File: config.mk
export PLATFORM = sky130hd
export DESIGN_NAME = conv3x3_window_mac
export DESIGN_NICKNAME = d
export VERILOG_FILES = /design/src/rtl/conv_pkg.sv /design/src/rtl/conv_col_mac.sv /design/src/rtl/conv3x3_window_mac.sv
export SDC_FILE = /design/constraint.sdc
export NUM_CORES = 2
export LEC_CHECK = 0
export BUFFER_PORTS_ARGS = -buffer_cell sky130_fd_sc_hd__buf_2
export CORE_ASPECT_RATIO = 0.6
export CORE_MARGIN = 10
export CORE_UTILIZATION = 55
export DETAILED_ROUTE_END_ITERATION = 12
export PLACE_DENSITY = 0.72
export SETUP_SLACK_MARGIN = 0.2
export SLEW_MARGIN = 20
export SYNTH_ARGS = -nofsm -noshare
export SYNTH_HDL_FRONTEND = slang
export SYNTH_SLANG_ARGS = --single-unit
File: constraint.sdc
create_clock -name clk -period 6.4 [get_ports clk]
set_input_delay 0.64 -clock clk [delete_from_list [all_inputs] [get_ports clk]]
set_output_delay 0.64 -clock clk [all_outputs]
set_load 0.02 [all_outputs]
File: src/rtl/conv_pkg.sv
// conv_pkg: shared widths and kernel tap indices for the 3x3 window MAC.
//   PIX_W/WGT_W   unsigned pixel and signed weight widths
//   PROD_W        signed pixel x weight product width (9b x 8b)
//   CSUM_W        width of one column sum of three products
//   TAP_*         base tap index of each kernel row (k = 3*row + col)
package conv_pkg;
    localparam int PIX_W       = 8;
    localparam int WGT_W       = 8;
    localparam int PROD_W      = 17;
    localparam int KERNEL_TAPS = 9;
    localparam int COL_W       = 3 * PIX_W;
    localparam int CSUM_W      = PROD_W + 2;
    localparam int TAP_TOP     = 0;
    localparam int TAP_MID     = 3;
    localparam int TAP_BOT     = 6;
endpackage

File: src/rtl/conv_col_mac.sv
// conv_col_mac: one window column x three kernel weights -> registered products -> registered sum.
//   clk, rst   clock, asynchronous active-low reset
//   col_i      column word, [23:16] top .. [7:0] bottom, unsigned pixels
//   w_i        signed weights packed top row in the low byte
//   sum_o      signed sum of the three products, two cycles after col_i
module conv_col_mac
    import conv_pkg::*;
(
    input  logic                     clk,
    input  logic                     rst,
    input  logic [COL_W-1:0]         col_i,
    input  logic [3*WGT_W-1:0]       w_i,
    output logic signed [CSUM_W-1:0] sum_o
);
    logic signed [PROD_W-1:0] prod_q [3];
    logic signed [CSUM_W-1:0] sum_q;

    always_ff @(posedge clk or negedge rst) begin
        if (!rst) begin
            prod_q <= '{default: '0};
            sum_q  <= '0;
        end else begin
            // pixel is zero-extended so it stays non-negative in the signed product
            for (int r = 0; r < 3; r++)
                prod_q[r] <= PROD_W'($signed({1'b0, col_i[COL_W-1-r*PIX_W -: PIX_W]}))
                           * PROD_W'($signed(w_i[r*WGT_W +: WGT_W]));
            sum_q <= CSUM_W'(prod_q[0]) + CSUM_W'(prod_q[1]) + CSUM_W'(prod_q[2]);
        end
    end

    assign sum_o = sum_q;
endmodule

File: src/rtl/conv3x3_window_mac.sv
// conv3x3_window_mac: shifts 3-pixel columns into a 3x3 window and computes a signed MAC per window.
//   clk, rst              clock, asynchronous active-low reset
//   p, col_valid          column word ([23:16] top) and its strobe
//   row_start             with col_valid: first column of a new row
//   w_we, w_addr, w_data  kernel write, k = 3*row + col, col 0 = oldest column
//   acc_out, pix_out      signed sum and saturated 8-bit pixel, held between results
//   out_valid             one-cycle pulse per window, four cycles after its last column
module conv3x3_window_mac
    import conv_pkg::*;
#(
    parameter int ACC_W = 20,
    parameter int SHIFT = 0,
    parameter int RELU  = 1
) (
    input  logic             clk,
    input  logic             rst,
    input  logic [23:0]      p,
    input  logic             col_valid,
    input  logic             row_start,
    input  logic             w_we,
    input  logic [3:0]       w_addr,
    input  logic [7:0]       w_data,
    output logic [ACC_W-1:0] acc_out,
    output logic [7:0]       pix_out,
    output logic             out_valid
);
    logic [COL_W-1:0]         col_q [3];
    logic [WGT_W-1:0]         w_q [KERNEL_TAPS];
    logic [1:0]               fill_q, fill_d;
    logic [2:0]               v_q;
    logic signed [CSUM_W-1:0] csum [3];
    logic signed [ACC_W-1:0]  acc_sum, acc_sh;
    logic [ACC_W-1:0]         acc_d;
    logic [7:0]               pix_d;

    for (genvar c = 0; c < 3; c++) begin : g_col
        conv_col_mac u_col (
            .clk  (clk),
            .rst  (rst),
            .col_i(col_q[c]),
            .w_i  ({w_q[TAP_BOT+c], w_q[TAP_MID+c], w_q[TAP_TOP+c]}),
            .sum_o(csum[c])
        );
    end

    always_comb begin
        // a row start restarts filling so columns of the previous row never join the window
        fill_d  = row_start ? 2'd1 : (fill_q == 2'd3 ? 2'd3 : fill_q + 2'd1);
        acc_sum = ACC_W'(csum[0]) + ACC_W'(csum[1]) + ACC_W'(csum[2]);
        acc_sh  = acc_sum >>> SHIFT;
        acc_d   = (RELU != 0 && acc_sum[ACC_W-1]) ? '0 : acc_sum;
        pix_d   = (acc_sum[ACC_W-1] || acc_sum == '0) ? 8'd0 :
                  (acc_sh > ACC_W'(255) ? 8'hFF : acc_sh[7:0]);
    end

    always_ff @(posedge clk or negedge rst) begin
        if (!rst) begin
            col_q     <= '{default: '0};
            w_q       <= '{default: '0};
            fill_q    <= '0;
            v_q       <= '0;
            out_valid <= 1'b0;
            acc_out   <= '0;
            pix_out   <= '0;
        end else begin
            if (w_we && w_addr <= 4'd8)
                w_q[w_addr] <= w_data;
            if (col_valid) begin
                col_q[0] <= col_q[1];
                col_q[1] <= col_q[2];
                col_q[2] <= p;
                fill_q   <= fill_d;
            end
            v_q       <= {v_q[1:0], col_valid && fill_d == 2'd3};
            out_valid <= v_q[2];
            if (v_q[2]) begin
                acc_out <= acc_d;
                pix_out <= pix_d;
            end
        end
    end
endmodule
==> flow_summary.ini <==
[sta]
whs_ps = 97.28
timing.final.crit_share = 0.7566
grt_setup_unrepaired = false
hold_viol = 0
fmax_ghz = 0.2065
timing_worst_slew_pin_value_ps = 1037
relSlewSlack = 0.3068
fin_crit_ps = 4843
skew_ps = 23.16
drv_slew = 0
setup-tns-final_ps = 0
finalSetupViolations = 0

[floorplan]
initial_core_util = 0.5544
dieArea_mm2 = 0.07575
fp-row-count = 72
dieHeight_um = 217.2
dieWidth_um = 348.7
io_pins = 70
core_mm2 = 0.06432

[setup_path]
critPathLaunch = col_q[19]
r2r-start = col_q[19]
setup.worst_path.class = reg -> reg
worstSetupEndpointType = flip-flop
cp.arrival_ps = 5290
cp_max_fo = 10
required_ps = 6850
start_kind = flip-flop

[grt]
grt_pass1_vias = 23229
overflow = 0
grt_util_all_layers = 0.2327
grt_max_degree = 122
antenna_found_initial = 3
grt_pass1_wl_mm = 138.1

[clocking]
cts.sinks = 387
cts_tree = built
clock_latency_ps = 590
cts_setup_buffers = 0
cts_resized = 0
numCtsBuffers = 41
clkTransAtPathRegs_ps = 70
cts_hold_buffers = 0
clockBufferDepth = 3
htreeDepth = 2
clockRootBuffer = clkbuf_16

[synthesis]
synth_flop_cell = dfrtp_1
synth_simple_gate_area_frac = 0.1284
postSynthCellCount = 3450
synth_compound_area_frac = 0.05702
yosys.cell_types.count = 74
synthXorXnorAreaFrac = 0.03660
synth_area_mm2 = 0.03566
ys_async_sr_fraction = 1.000
yosysSeqAreaShare = 0.2716
synth_top_area_frac = 0.2716
syn_avg_cell_area_um2 = 10.34
syn_nets = 4354
ys_seq_elements = 387
synthMuxAreaShare = 0.04386
synth_fa_ha_area_frac = 0.3885
ys_top_cells_by_area = dfrtp_1 (27%), fa_1 (23%), ha_1 (16%)
synth_edf_count = 0
yosysWarnings = 0
netlist.top_cell.by_area = dfrtp_1
synth_top_family_by_area = adder cells

[drt]
drc_errors = 0
vias = 23425
drt_iter0_drc = 1969
avgRoutedWirePerCell_um = 19.85
ant_nets = 0
wirelength_mm = 86.21
vias_per_cell = 5.394
detail_route.first_pass.iterations = 5

[hold_path]
hp-class = in -> async

[cells_and_area]
antenna_cells = 0
n_fill_cell = 5345
drive_above_1_share = 0.08992
multiInputGateArea_mm2 = 0.02335
final_area_mm2 = 0.03816
instances_no_fill = 4343
nNetsFinal = 4365
syn2layout_area_growth_pct = 7.028
seq_area_mm2 = 0.009684
final_common_cell = inv_1
final_cell_mix = inv_1 (588), ha_1 (456), fa_1 (407)

[job]
max-cap-violations = 0

[outcome]
status = finished clean

[placement]
place_inst = 4269
gp_congestion = 0.9270
io_buffers = 68
dpl.hpwl_mm = 69.15
post_dp_cell_area_mm2 = 0.03673
==> critical path, stage by stage, from the launching register on <==
cell and delay, ps:
dfrtp_1 570, nand2_1 140, fa_1 450, fa_1 480, fa_1 500, fa_1 490, inv_1 40, ha_1 300
nor2b_1 140, o21ai_0 210, a21boi_0 160, o21ai_0 190, nand2b_1 120, a21o_1 210, a41o_1 280, o41a_1 330
xnor2_1 130
==> registers in the layout, indices dropped and copies added (netlist names) <==
| register | cells |
|---|---|
| w_q | 72 |
| g_col.u_col.sum_o | 57 |
| pix_out | 8 |
| g_col.u_col.prod_q | 153 |
| acc_out | 19 |
| out_valid | 1 |
| col_q | 72 |
| v_q | 3 |
| fill_q | 2 |
==> per-layer routing <==
metal / global-route usage / share of wire / routed length, um / vias to the layer above
met5: 0 / 0 / 0 / -
met4: 0.03851 / 0.017 / 1423 / 0
met3: 0.08018 / 0.11 / 9793 / 92
met2: 0.2850 / 0.35 / 30600 / 889
met1: 0.3824 / 0.51 / 44390 / 11501
li1: - / - / - / 10943
==> through the flow <==
step	worst slack, ps	utilization
3_5_place_dp	1577	0.5711
6_report	1557	0.5933
4_1_cts	1543	0.5933
3_3_place_gp	1643	0.5711
2_1_floorplan	1918	-
5_1_grt	1261	0.5933
==> synth_stat cells (3+ instances only) <==
master     instances
nand3b_1           4
fa_1             407
and3_1             9
o21bai_1           9
o41ai_1            5
o21a_1            17
o211a_1            3
o22ai_2            4
a41o_1             5
o211ai_1           4
o22ai_1           16
o2111ai_1         13
nor4_1             3
nor2b_1           28
and2_1           252
buf_6              3
a31oi_1            5
xnor2_1          117
inv_1            588
nand2_1          311
nor3_1            34
or3_1             12
o31ai_1            3
or2_2              8
nand2b_1          73
nand3_1           32
a21o_1            22
ha_1             456
a211oi_1           9
nor3b_1            3
nor2_1           135
o41a_1             9
a22oi_1            7
buf_1              4
dfrtp_1          387
clkbuf_1          98
xor2_1            32
mux2_2           138
o21ai_0           64
a21oi_1           72
a21boi_0          12
==> kinds of logic (layout without fill, tap and decap cells) <==
kind of cell	Yosys count	after routing
and+or+nand+nor	916	916
adders and majority gates	863	863
DFF	387	387
buffers and inverters	695	737
xor gates and xnor gates	149	149
other	1	1
muxes	139	139
AOI/OAI and AO/OA	300	300
==> final cells by class <==
type / instances / share of cell area
multi-input combinational: 2368 / 0.6118
inverter: 588 / 0.05783
sequential: 387 / 0.2538
tap: 851 / 0.02790
clock inverter: 24 / 0.007540
clock buffer: 50 / 0.02993
timing repair buffer: 75 / 0.01128
==> path summary, 6_finish.rpt <==
kind | cells after the start | end | slack, ps
setup / recovery | 16 | g_col[2].u_col.prod_q[50] | 1560
setup reg to reg | 16 | g_col[2].u_col.prod_q[50] | 1560
min in group clk | 2 | fill_q[1] | 250
hold / removal | 1 | v_q[2] | 100
max in group asynchronous | 2 | g_col[0].u_col.prod_q[33] | 4880
hold reg to reg | 0 | v_q[1] | 350
Power is not shown: default switching activity piles up to over one toggle a cycle in this logic, so the estimate is an artifact.
